[src/rtl/mux8_rr_scheduler.sv]
// mux8_rr_scheduler: round-robin scheduler sharing one registered 8:1 mux
// among 8 requesters. Issues one-hot grants in bursts of up to MAX_BURST
// samples and returns each sampled mux bit tagged with its source index.
//
// Ports:
//   clk          in   clock, rising edge
//   rst          in   asynchronous active-high reset
//   enable       in   low blocks new grants and ends an active grant
//   req[7:0]     in   level-sensitive per-requester request
//   mux_out      in   registered output of the shared mux
//   sel[2:0]     out  select driven to the mux
//   grant[7:0]   out  one-hot grant, zero when idle
//   busy         out  high while a grant is active
//   sample_valid out  one-cycle strobe qualifying sample_bit/sample_src
//   sample_bit   out  captured mux output
//   sample_src   out  requester index that owns sample_bit
module mux8_rr_scheduler #(
    parameter int unsigned MAX_BURST = 4
) (
    input  logic       clk,
    input  logic       rst,
    input  logic       enable,
    input  logic [7:0] req,
    input  logic       mux_out,
    output logic [2:0] sel,
    output logic [7:0] grant,
    output logic       busy,
    output logic       sample_valid,
    output logic       sample_bit,
    output logic [2:0] sample_src
);

    localparam int unsigned N_REQ = 8;
    localparam int unsigned SEL_W = 3;
    localparam int unsigned CNT_W = 4;
    localparam logic [CNT_W-1:0] LAST_BEAT = CNT_W'(MAX_BURST - 1);

    typedef enum logic {
        IDLE  = 1'b0,
        GRANT = 1'b1
    } state_t;

    state_t             state;
    logic [SEL_W-1:0]   last;
    logic [CNT_W-1:0]   beat_cnt;
    logic               beat_v;
    logic [SEL_W-1:0]   beat_src;

    logic [SEL_W-1:0]   winner_c;
    logic               beat_c;
    logic               exit_c;

    // First requester above `last`, wrapping; `last` itself is checked last.
    always_comb begin
        logic [SEL_W-1:0] idx;
        logic             found;
        winner_c = last;
        found    = 1'b0;
        idx      = '0;
        for (int unsigned i = 1; i <= N_REQ; i++) begin
            idx = last + SEL_W'(i);
            if (!found && req[idx]) begin
                winner_c = idx;
                found    = 1'b1;
            end
        end
    end

    // A beat counts only while the granted requester still asks and enable is high.
    always_comb begin
        beat_c = req[sel] & enable;
        exit_c = !beat_c || (beat_cnt == LAST_BEAT);
    end

    // Arbitration FSM plus the two-stage sample tag pipeline.
    always_ff @(posedge clk or posedge rst) begin
        if (rst) begin
            state        <= IDLE;
            last         <= SEL_W'(N_REQ - 1);
            sel          <= '0;
            grant        <= '0;
            busy         <= 1'b0;
            beat_cnt     <= '0;
            beat_v       <= 1'b0;
            beat_src     <= '0;
            sample_valid <= 1'b0;
            sample_bit   <= 1'b0;
            sample_src   <= '0;
        end else begin
            // Tag stage lines up with the mux register; output stage one edge later.
            beat_v       <= 1'b0;
            beat_src     <= sel;
            sample_valid <= beat_v;
            sample_bit   <= mux_out;
            sample_src   <= beat_src;

            case (state)
                IDLE: begin
                    if (enable && (req != '0)) begin
                        sel      <= winner_c;
                        grant    <= 8'b1 << winner_c;
                        busy     <= 1'b1;
                        beat_cnt <= '0;
                        state    <= GRANT;
                    end
                end
                GRANT: begin
                    if (beat_c) begin
                        beat_v   <= 1'b1;
                        beat_cnt <= beat_cnt + CNT_W'(1);
                    end
                    // sel holds on exit so the mux select never glitches mid-pipeline.
                    if (exit_c) begin
                        grant    <= '0;
                        busy     <= 1'b0;
                        last     <= sel;
                        beat_cnt <= '0;
                        state    <= IDLE;
                    end
                end
                default: state <= IDLE;
            endcase
        end
    end

endmodule

[config.mk]
export PLATFORM = sky130hd
export DESIGN_NAME = mux8_rr_scheduler
export DESIGN_NICKNAME = d
export VERILOG_FILES = /design/src/rtl/mux8_rr_scheduler.sv
export SDC_FILE = /design/constraint.sdc
export NUM_CORES = 1
export LEC_CHECK = 0
export BUFFER_PORTS_ARGS = -buffer_cell sky130_fd_sc_hd__buf_4
export CORE_MARGIN = 4
export CORE_UTILIZATION = 37
export CTS_CLUSTER_SIZE = 10
export DETAILED_ROUTE_END_ITERATION = 8
export GPL_TIMING_DRIVEN = 0
export PLACE_DENSITY = 0.59
export SYNTH_ARGS = -nofsm -noshare
export SYNTH_HDL_FRONTEND = slang
export SYNTH_SLANG_ARGS = --single-unit
export TNS_END_PERCENT = 30
[constraint.sdc]
create_clock -name clk -period 3.5 [get_ports clk]
set_input_delay 0.175 -clock clk [delete_from_list [all_inputs] [get_ports clk]]
set_output_delay 0.175 -clock clk [all_outputs]
set_load 0.1 [all_outputs]
==> summary.md <==
| Metric | Value |
|---|---|
| Seq cells post-synth | `29` |
| Cell Area, Synth | `0.002273 mm^2` |
| CP required | `3.67 ns` |
| Worst-path clk slew | `0.07 ns` |
| Dominant cell type by area after synthesis | `dfrtp_1` |
| Hold WS | `0.1657 ns` |
| # DRC | `0` |
| Critical path class | `reg2reg` |
| Vias in the first global route | `1780` |
| Status | `completed` |
| Fin area | `0.002898 mm^2` |
| Die width | `86.39 um` |
| Post-synth EDFFs | `0` |
| Pre-antenna DRT Iters | `4` |
| CP Launch Type | `register` |
| Ys flop type | `dfrtp_1` |
| CTS tree | `done` |
| Share of layout cells above drive strength 1 | `38.25%` |
| Largest net degree at the start of global routing | `30` |
| Final Max Tran Viols | `0` |
| Post-place instance area | `0.002549 mm^2` |
| Detailed Route Iter0 Violations | `171` |
| Placed instance count | `310` |
| Critical Path Fanout Max | `11` |
| Clk buf depth | `2` |
| CTS H-tree lvls | `2` |
| Total I/O pin count | `29` |
| Die Ht | `86.39 um` |
| Initial antenna violation count | `0` |
| Final Hold Vio Count | `0` |
| Row count | `28` |
| Post-route ant nets | `0` |
| Yosys top cell area share | `28.62%` |
| Initial core utilization | `38.17%` |
| Max-slew headroom | `28.26%` |
| CP Data Arrival Time | `3.55 ns` |
| Nets | `265` |
| Skew-Pair Late Insertion Delay | `0.28 ns` |
| Finished Layout Cells | `326` |
| RSZ-0062 raised after global routing | `no` |
| Routed wire length | `5.485 mm` |
| Reg2reg end | `sel[1]$_DFFE_PP0P_` |
| Detail Placement HPWL | `3.934 mm` |
| GPL Wtd Cong | `0.8291` |
| Worst min path class | `in2async` |
| Syn Nets | `226` |
| GRT Resource Usage Total | `14.95%` |
| Clk_skew | `0.005150 ns` |
| Die area | `0.007462 mm^2` |
| Syn Area/Cell | `10.77 um^2` |
| DR vias/cell | `5.629` |
| Yosys cell types | `53` |
| Final setup vio count | `0` |
| Area grow syn2layout | `27.46%` |
| Syn Inst Count | `211` |
| First-pass GRT wire length | `8.887 mm` |
| Port-buffer cells | `24` |
| Fmax | `295.4 MHz` |
| Min Tclk post-route | `3.385 ns` |
| Routed wire per std cell | `16.83 um` |
| YS warnings | `0` |
| Post-synth ARST share | `100.0%` |
| Seq/Total Area, Yosys | `32.09%` |
| Root buf cell | `clkbuf_8` |
| Antenna diodes | `0` |
| Register-to-register setup slack | `0.11 ns` |
| Routed vias | `1835` |
| Core area | `0.005956 mm^2` |
| Top post-synthesis cells by area | `dfrtp_1 (29%), mux4_2 (15%), mux2i_1 (7.9%)` |
| Critical Path End Type | `register` |
| Worst-Margin Slew | `1.075 ns` |
| Congestion Overflow GR | `0` |
| Clock sinks | `29` |
| CTS buffer count | `5` |
| FF-to-FF Start | `last[1]$_DFFE_PP1P_` |
| Synth top cells by count | `dfrtp_1 (26), nand2_1 (21), mux2i_1 (18), mux4_2 (15), nor2_1 (11)` |
| Max cap viols | `0` |
| Count leader, synth | `dfrtp_1` |
| Reg2Reg Depth | `12` |
| Period utilization | `96.72%` |
==> cells by family (layout without fill, tap and decap cells) <==
kind of cell    after synthesis  count (layout)  synth area share, %
flops                        29              29                32.09
xor+xnor                      7               7                3.688
compound gates               44              44                14.91
mux                          45              45                29.72
fa+ha+maj                     3               3                1.651
simple gates                 61              61                13.37
buf+inv                      22              62                4.568
==> worst max path at each step <==
stage                        startpoint                 end  slack [ns]
global placement    last[1]$_DFFE_PP1P_  sel[1]$_DFFE_PP0P_       -0.39
finish              last[1]$_DFFE_PP1P_  sel[1]$_DFFE_PP0P_        0.11
global route        last[1]$_DFFE_PP1P_  sel[1]$_DFFE_PP0P_        0.01
CTS                 last[1]$_DFFE_PP1P_  sel[1]$_DFFE_PP0P_       0.007
detailed placement  last[1]$_DFFE_PP1P_  sel[1]$_DFFE_PP0P_       -0.39
floorplan           last[1]$_DFFE_PP1P_  sel[1]$_DFFE_PP0P_        0.02
==> repair_timing <==
item	in CTS	in global routing
hold buffers	1	0
cloned	0	0
endpoints found under the setup margin	11	10
resized for setup	9	18
pin swaps	0	1
buffers inserted	0	8
endpoints found under the hold margin	1	0
==> critical path: stages (launching register included) <==
cell	delay (ns)
dfstp_2	0.55
buf_12	0.13
inv_1	0.06
ha_1	0.31
buf_12	0.17
mux2i_4	0.25
mux2i_2	0.13
mux4_2	0.50
nor3b_2	0.22
a211oi_1	0.07
a2111o_1	0.43
o211a_2	0.18
mux2_4	0.26
==> layer usage <==
layer / wire, um / track usage (%) / up-vias
li1: - / - / 888
met1: 2535 / 20.65 / 890
met2: 2650 / 24.69 / 52
met3: 247 / 2.757 / 5
met4: 52 / 2.975 / 0
met5: 0 / 0 / -
==> registers in the layout (all words and copies together) (netlist names) <==
signal	count
beat_cnt	4
beat_src	3
beat_v	1
busy	1
grant	8
last	3
sample_bit	1
sample_src	3
sample_valid	1
sel	3
state	1
==> cell type report <==
cell class,count,area [um^2]
multi-input combinational,160,1560
fill,545,3058
tap,75,93.84
clock inverter,3,65.06
clock buffer,5,68.82
timing repair buffer,33,250.2
sequential,29,729.5
buffer,16,111.4
inverter,5,18.77
==> stage by stage <==
| stage | util [%] | setup slack (ns) | setup TNS [ns] |
|---|---|---|---|
| 6_report | 48.66 | 0.1148 | 0 |
| 5_1_grt | 48.66 | 0.01031 | 0 |
| 4_1_cts | 45.76 | 0.007423 | 0 |
| 3_5_place_dp | 42.79 | -0.3908 | -3.460 |
| 3_3_place_gp | 42.79 | -0.3927 | -3.432 |
| 2_1_floorplan | - | 0.02493 | 0 |
==> layout by cell type, fill, tap and decap left out, types with 8 or more instances in the layout <==
master / n
mux2_2: 8
mux4_2: 15
o21ai_0: 8
clkbuf_1: 9
a32o_1: 9
buf_4: 32
dfrtp_1: 26
nor2_1: 11
nand3_1: 8
mux2i_1: 10
nand2_1: 21
Power is not shown: default switching activity piles up to over one toggle a cycle in this logic, so the estimate is an artifact.
